## src/rtl/fetch_pc_unit.sv

```systemverilog
// PC and instruction-fetch stage: fetches one instruction, holds it through execute,
// then steps to the selected next PC. A misaligned target traps until reset.
module fetch_pc_unit #(
  parameter int          XLEN      = 32,
  parameter logic [XLEN-1:0] RESET_PC = '0,
  parameter int          INSTRET_W = 32
) (
  input  logic                 clk,
  input  logic                 rst,
  input  logic [1:0]           pc_src,
  input  logic [XLEN-1:0]      pc_plus_imm,
  input  logic [XLEN-1:0]      jalr_target,
  input  logic                 commit,
  output logic                 imem_req,
  output logic [XLEN-1:0]      imem_addr,
  input  logic                 imem_ready,
  input  logic [31:0]          imem_rdata,
  output logic [31:0]          instr,
  output logic                 instr_valid,
  output logic [XLEN-1:0]      pc,
  output logic [XLEN-1:0]      pc_plus4,
  output logic                 trap,
  output logic [XLEN-1:0]      trap_addr,
  output logic [INSTRET_W-1:0] instret
);

  typedef enum logic [1:0] {IDLE, FETCH, EXEC, TRAP} state_t;

  state_t                state_q;
  logic [XLEN-1:0]       pc_q;
  logic [31:0]           instr_q;
  logic                  req_q;
  logic                  valid_q;
  logic                  trap_q;
  logic [XLEN-1:0]       trap_addr_q;
  logic [INSTRET_W-1:0]  instret_q;
  logic [XLEN-1:0]       target_d;

  assign pc_plus4 = pc_q + XLEN'(4);

  // jalr clears bit 0 as the ISA requires; pc_src 11 falls back to sequential
  always_comb begin
    target_d = pc_plus4;
    case (pc_src)
      2'b01:   target_d = pc_plus_imm;
      2'b10:   target_d = {jalr_target[XLEN-1:1], 1'b0};
      default: target_d = pc_plus4;
    endcase
  end

  always_ff @(posedge clk or posedge rst) begin
    if (rst) begin
      state_q     <= IDLE;
      pc_q        <= RESET_PC;
      instr_q     <= '0;
      req_q       <= 1'b0;
      valid_q     <= 1'b0;
      trap_q      <= 1'b0;
      trap_addr_q <= '0;
      instret_q   <= '0;
    end else begin
      case (state_q)
        IDLE: begin
          state_q <= FETCH;
          req_q   <= 1'b1;
        end
        FETCH: begin
          if (imem_ready) begin
            instr_q <= imem_rdata;
            state_q <= EXEC;
            req_q   <= 1'b0;
            valid_q <= 1'b1;
          end
        end
        EXEC: begin
          if (commit) begin
            valid_q <= 1'b0;
            if (target_d[1:0] != 2'b00) begin
              trap_q      <= 1'b1;
              trap_addr_q <= target_d;
              state_q     <= TRAP;
            end else begin
              pc_q      <= target_d;
              instret_q <= instret_q + INSTRET_W'(1);
              state_q   <= FETCH;
              req_q     <= 1'b1;
            end
          end
        end
        default: begin
          req_q   <= 1'b0;
          valid_q <= 1'b0;
        end
      endcase
    end
  end

  assign imem_req    = req_q;
  assign imem_addr   = pc_q;
  assign instr       = instr_q;
  assign instr_valid = valid_q;
  assign pc          = pc_q;
  assign trap        = trap_q;
  assign trap_addr   = trap_addr_q;
  assign instret     = instret_q;

endmodule

```

## config.mk

```make
export PLATFORM = sky130hd
export DESIGN_NAME = fetch_pc_unit
export DESIGN_NICKNAME = d
export VERILOG_FILES = /design/src/rtl/fetch_pc_unit.sv
export SDC_FILE = /design/constraint.sdc
export NUM_CORES = 1
export LEC_CHECK = 0
export ABC_CLOCK_PERIOD_IN_PS = 11250
export CAP_MARGIN = 10
export CORE_MARGIN = 1.5
export CORE_UTILIZATION = 35
export CTS_CLUSTER_SIZE = 25
export DETAILED_ROUTE_END_ITERATION = 16
export PLACE_DENSITY_LB_ADDON = 0.05
export SETUP_SLACK_MARGIN = 0.4
export SLEW_MARGIN = 25
export SYNTH_ARGS = -nofsm -noshare
export SYNTH_HDL_FRONTEND = slang
export SYNTH_SLANG_ARGS = --single-unit
```

## constraint.sdc

```tcl
create_clock -name clk -period 11.25 [get_ports clk]
set_input_delay 1.6875 -clock clk [delete_from_list [all_inputs] [get_ports clk]]
set_output_delay 1.6875 -clock clk [all_outputs]
set_load 0.02 [all_outputs]
```

======== After elaboration in Yosys (flattened, before gate mapping) ========
Index checks and enable logic that the tools add are counted.
cells by class
  add/sub/neg operators ................... 2
  multiply operators ...................... 0
  div/mod/pow operators ................... 0
  order comparisons ....................... 0
  eq/ne operators ......................... 7
  shift-type cells ........................ 0
  mux-type cells .......................... 12
  bitwise gates (word level) .............. 2
  reductions and logical operators ........ 9
operators with widths
  operator                 number
  $pmux W32 S2             1
  $add A32 B1 Y32 const B  1
  $add A32 B3 Y32 const B  1
  $reduce_and A3 Y1        5
  $mux W2                  3
  $ne A2 B2 Y1 const B     3
  $pmux W1 S3              2
  $pmux W2 S3              1
  $mux W1                  5
  $eq A2 B1 Y1 const B     2
  $eq A2 B2 Y1 const B     2
  $reduce_bool A3 Y1       1
  $logic_not A2 Y1         1
  $not A1 Y1               2
  $reduce_and A2 Y1        1
  $reduce_bool A2 Y1       1
storage, ports and cells
  register bits after elaboration ......... 133
  bits in latches ......................... 0
  memory bits (writable) .................. 0
  memory bits (read-only) ................. 0
  bits of input ports ..................... 102
  output and inout bits ................... 195
  memories kept ........................... 0

======== Longest topological paths before layout ========
Gate-level depths: netlist of run 1.
  word-level depth ........................ 6
  depth in mapped cells ................... 9
  mapped depth without buffers ............ 7

======== Least setup slack after synthesis of run 1 ========
Ideal clock, no wire load.
  kind .................................... register -> output
  start point ............................. reg pc_q[12], in the netlist imem_addr[12]
  end point ............................... out pc_plus4[31]
  arrival time ............................ 2.241 ns
  required time ........................... 9.562 ns
  path slack .............................. 7.322 ns
  cell stages (with the launch flop) ...... 7
  cells stage by stage .................... dfrtp_1 -> clkbuf_2 -> nand4_1 -> or4_1 -> buf_6 -> nor4_4 -> xor2_1
between the ends
  longest elaborated chain between the ends .. 1
RTL lines
  what                    line  source
  from (decl)             30    logic [XLEN-1:0] pc_q;
  from (signal assigned)  83    pc_q <= target_d;
  $add A32 B3 Y32         39    assign pc_plus4 = pc_q + XLEN'(4);
  to (decl)               21    output logic [XLEN-1:0] pc_plus4,
No other way between the ends.

======== Worst setup path after layout of run 1 ========
  start point ............................. reg pc_q[5], in the netlist imem_addr[5]
  end point ............................... out pc_plus4[31]
Same word-level chain as after synthesis.

==> qor.yml, run 1 <==
setup.worst_path.start: "imem_addr[5]"
layout_common_cells: "clkdlybuf4s50_1 (295), dfrtp_1 (133), nand2_1 (70), o21ai_0 (45)"
timing.final.ws_setup_ns: 5.93
cts_sinks: 133
area_delta_synth_final_pct: 48.6
syn_inst: 744
io_buffer_count: 295
hold_violations: 0
h-tree-depth: 4
syn-cell-area_sq_mm: 0.00729
grt_setup_unrepaired: "no"
status: "complete, no violations"
arrival_ns: 3.63
cp_max_fo: 14
fmax_mhz: 188
syn_nets: 853
dp_hpwl_um: 16600
clk_latency_ns: 0.42
postCtsSetupRepairBufs: 0
postLayoutCellArea_sq_mm: 0.0108
relSlewSlack_pct: 30.1
cap_viol_max_count: 0
drt_first_pass_iters: 5
holdWs_ns: 0.471
hp-start: "trap"
power.leakage_nw: 4.36
async_reset_ff_share_pct: 100
drive_gt1_share_pct: 10.1
synth-seq-cells: 133
cts.repair.resized: 0
gp_congestion: 0.747
cts_tree: "yes"
fin_setup_tns_ns: 0
gr-usage-all-layers_pct: 21.9
synthFlopType: "dfrtp_1"
fillers: 1937
power_density_mw_per_mm2: 227
min_period_ns: 5.32
crit_slowest_cell: "or4_1"
final_util_pct: 53.4
place_area_sq_mm: 0.0102
criticalPathCategory: "reg -> out"
dpl.cell_count: 1229
die_y_um: 147
layout_commonest_cell: "clkdlybuf4s50_1"
numCtsBuffers: 17
grt_pass1_vias: 6444
start_kind: "flip-flop"
slew_viol_final: 0
grt_pass1_wl_um: 37100
synth_area_per_cell_sq_um: 9.80
grt_max_degree: 72
vias: 6597
max_stage_delay_ns: 0.91
cts-root-buf: "clkbuf_16"
min_path_type: "reg -> reg"
drc: 0
layout.cells.non_filler: 1261
drt_iter0_markers: 318
die_w_um: 147
postRouteAntennaNets: 0
yosysWarnings: 0
peakVddDrop_v: 0.000132
seq_area_frac_synth_pct: 45.7
ios: 297
cp_top_family: "simple AND/OR/NAND/NOR gates"
cts-hold-fix-buffers: 0
rows: 52
clk_path_buf_depth: 2
regArea_sq_mm: 0.00333
synth_edf_count: 0
antenna_found_initial: 0
num-nets-final: 1087
power_mw: 2.46
dpl_worst_slack_ns: 5.25
post-route-period-util_pct: 47.3
synth_cell_types: 59
wire_per_inst_um: 18.7
die-area_sq_mm: 0.0217
worstPathCellList: "nand4_2 -> or4_1 -> nor4_4 -> xor2_1 -> clkdlybuf4s50_1"
core_area_sq_mm: 0.0203
skew_ns: 0.0113
timing.critical_path.buf_inv: 1
gr-total-overflow: 0
worstMarginPinSlew_ns: 1.05
clk_pin_slew_ns: 0.07
routed_wl_um: 23600
crit_required_ns: 9.56
viasPerCell: 5.23
endpoint_kind: "primary output"
reg2reg_from: "state_q[0]"
setup_viol: 0
multi_input_area_sq_mm: 0.00346
initial_utilization_pct: 35.9
antenna_cells: 0
-- cells in the mapped netlist (5+ instances only) --
master | number | area share, %
a221oi_1 | 22 | 2.6
mux2i_1 | 9 | 1.2
buf_4 | 35 | 3.6
nand2_1 | 70 | 3.6
o221a_2 | 8 | 1.2
buf_1 | 5 | 0.26
nor3_1 | 22 | 1.5
and3_1 | 12 | 1.0
a221o_1 | 13 | 1.8
inv_1 | 13 | 0.67
and4_1 | 7 | 0.84
a21oi_1 | 17 | 1.2
o31ai_1 | 6 | 0.62
nor2_1 | 41 | 2.1
nor4_1 | 13 | 1.1
o21ai_0 | 46 | 3.2
ha_1 | 7 | 1.2
nand3_1 | 40 | 2.7
dfrtp_1 | 133 | 46
a31oi_1 | 5 | 0.43
clkbuf_1 | 41 | 2.1
xnor2_1 | 37 | 4.4
mux2_2 | 34 | 5.3
nand4_1 | 24 | 2.1
xor2_1 | 17 | 2.0
-- worst register-to-register path, stage by stage (launching register included) --
cell      delay, ns
dfrtp_1        0.39
inv_1          0.09
ha_1           0.26
and2_0         0.71
o211ai_1       0.48
buf_4          0.38
or3_1          0.34
mux2i_1        0.15
nor3_1         0.07
-- sequential cells by signal, summed over array words and instances, names as in the netlist --
| name | flops |
|---|---|
| trap_addr | 32 |
| instret | 32 |
| imem_addr | 32 |
| state_q | 2 |
| instr_valid | 1 |
| instr | 32 |
| imem_req | 1 |
| trap | 1 |
-- report_power, final --
part | total (mW) | leakage (nW) | internal, mW | switching, mW
Clock | 0.613 | 0.310 | 0.378 | 0.235
Sequential | 0.768 | 1.71 | 0.626 | 0.141
Combinational | 1.08 | 2.34 | 0.540 | 0.543
-- worst paths after layout --
| kind | endpoint | slack (ns) | cells past startpoint |
|---|---|---|---|
| hold / removal | trap | 0.47 | 1 |
| hold reg to reg | trap | 0.47 | 1 |
| setup reg to reg | trap_addr[29] | 8.26 | 8 |
| min in group asynchronous | instr[14] | 1.75 | 2 |
| setup / recovery | pc_plus4[31] | 5.93 | 5 |
| max in group asynchronous | trap_addr[1] | 8.15 | 3 |
-- routing by layer --
metal	track usage [%]	part of all wire [%]
met5	0	0
met3	4.97	6.1
met4	4.80	1.0
met2	34.2	45
met1	30.9	48
-- cell families (layout without fill, tap and decap cells) --
family	after synthesis	count (layout)	share of synthesized area (%)
DFF	133	133	45.7
muxes	43	43	6.49
adders and majority gates	7	7	1.20
buffers and inverters	102	349	7.35
and+or+nand+nor	257	257	18.2
xor gates and xnor gates	54	54	6.49
AOI/OAI and AO/OA	148	148	14.6
-- cell type report --
class	instances	area share (%)
Clock buffer	18	3.96
Clock inverter	14	1.95
Inverter	14	0.531
Multi-Input combinational cell	509	31.9
Sequential cell	133	30.7
Tap cell	270	3.12
Timing Repair Buffer	303	27.8
Note: power is estimated with default switching activity, not from simulation.
==> inputs of run 2 (changes only) <==
- ABC_CLOCK_PERIOD_IN_PS: 11250 -> 4800
- clock period: 11.25 -> 4.8 ns (I/O delays scaled with it)
==> run 2 against run 1 <==
  * Combinational power grew 140%
  * Die area unchanged
  * Via count fell by 0.26%
  * Clock-buffer cell count grew 2
  * Non-clock buffer count grew 7
  * Highest routed layer unchanged
==> qor.yml, run 2 (same netlist as run 1, synthesis figures left out) <==
layout_common_cells: "clkdlybuf4s50_1 (295), dfrtp_1 (133), nand2_1 (70), o21ai_0 (45)"
rows: 52
min_period_ns: 4.13
max_stage_delay_ns: 0.84
grt_pass1_vias: 6471
numCtsBuffers: 17
status: "complete, no violations"
drive_gt1_share_pct: 10.6
regArea_sq_mm: 0.00333
start_kind: "flip-flop"
drt_first_pass_iters: 5
cts_sinks: 133
ios: 297
clk_pin_slew_ns: 0.06
layout_commonest_cell: "clkdlybuf4s50_1"
die-area_sq_mm: 0.0217
postCtsSetupRepairBufs: 0
slew_viol_final: 0
gp_congestion: 0.776
io_buffer_count: 295
vias: 6580
grt_pass1_wl_um: 37300
die_y_um: 147
crit_slowest_cell: "nor4_1"
endpoint_kind: "primary output"
fin_setup_tns_ns: 0
cts.repair.resized: 0
hold_path_depth: 1
cts_tree: "yes"
antenna_cells: 0
initial_utilization_pct: 35.9
postLayoutCellArea_sq_mm: 0.0108
power_density_mw_per_mm2: 523
skew_ns: 0.0109
postRouteAntennaNets: 0
dp_hpwl_um: 17100
clk_path_buf_depth: 2
reg2reg_from: "imem_addr[1]"
viasPerCell: 5.19
arrival_ns: 3.41
criticalPathCategory: "reg -> out"
worstPathCellList: "ha_1 -> nand4_1 -> nor4_1 -> and3_1 -> xor2_1 -> clkdlybuf4s50_1"
grt_max_degree: 82
worstMarginPinSlew_ns: 1.06
reg2reg_depth: 5
peakVddDrop_v: 0.000282
rrSetupSlack_ns: 1.60
drt_iter0_markers: 397
wire_per_inst_um: 18.7
fmax_mhz: 242
gr-total-overflow: 0
multi_input_area_sq_mm: 0.00345
hold_violations: 0
h-tree-depth: 4
clk_latency_ns: 0.42
setup_viol: 0
routed_wl_um: 23800
crit_required_ns: 4.08
setup.worst_path.start: "imem_addr[2]"
cp_max_fo: 7
grt_setup_unrepaired: "no"
power.leakage_nw: 4.38
num-nets-final: 1094
endpoint: "pc_plus4[24]"
area_delta_synth_final_pct: 48.7
cts-root-buf: "clkbuf_16"
drc: 0
reg2reg_to: "instret[5]"
antenna_found_initial: 0
place_area_sq_mm: 0.0102
cap_viol_max_count: 0
post-route-period-util_pct: 86.1
die_w_um: 147
hp-start: "instret[31]"
core_area_sq_mm: 0.0203
gr-usage-all-layers_pct: 22.2
fillers: 1873
min_path_type: "reg -> reg"
relSlewSlack_pct: 28.4
cts-hold-fix-buffers: 0
==> run 2: worst min path at each step <==
stage | endpoint
floorplan | state_q[0]
global placement | trap
detailed placement | trap
CTS | instret[31]
global route | trap_addr[10]
finish | instret[31]
==> run 2: layer usage <==
| layer | vias to the layer above | wire [um] | GRT usage, % |
|---|---|---|---|
| li1 | 3166 | - | - |
| met1 | 3157 | 11100 | 31.0 |
| met5 | - | 0 | 0 |
| met3 | 10 | 1660 | 5.84 |
| met4 | 0 | 171 | 4.65 |
| met2 | 247 | 10900 | 34.6 |
==> run 2: final cells by class <==
type	count	share of cell area, %
tap	270	3.12
clock inverter	12	1.33
multi-input combinational	509	31.8
clock buffer	20	4.21
sequential	133	30.7
inverter	14	0.531
timing repair buffer	310	28.3
==> run 2: worst max-delay path, delay by kind of cell, from the launching register on <==
kind,cells,cell delay [ns]
adders and majority gates,1,0.38
xor gates and xnor gates,1,0.16
and+or+nand+nor,3,1.30
DFF,1,0.48
buffers and inverters,1,0.68
==> run 2: through the flow <==
stage	setup slack (ns)	utilization, %	hold slack [ns]	total power, mW	std cells
2_1_floorplan	0.526	-	0.489	3.17	744
3_3_place_gp	0.339	50.4	0.457	4.37	1236
3_5_place_dp	0.211	50.4	0.453	4.39	1236
4_1_cts	0.647	53.4	0.477	5.74	1268
5_1_grt	0.437	53.4	0.484	5.99	1268
6_report	0.666	53.4	0.472	5.67	1268
==> run 2: power breakdown <==
group	total, mW	switching, mW	leakage (nW)	internal [mW]
Sequential	1.80	0.334	1.71	1.47
Combinational	2.54	1.27	2.38	1.27
Clock	1.32	0.521	0.290	0.803
Total	5.67	2.13	4.38	3.54
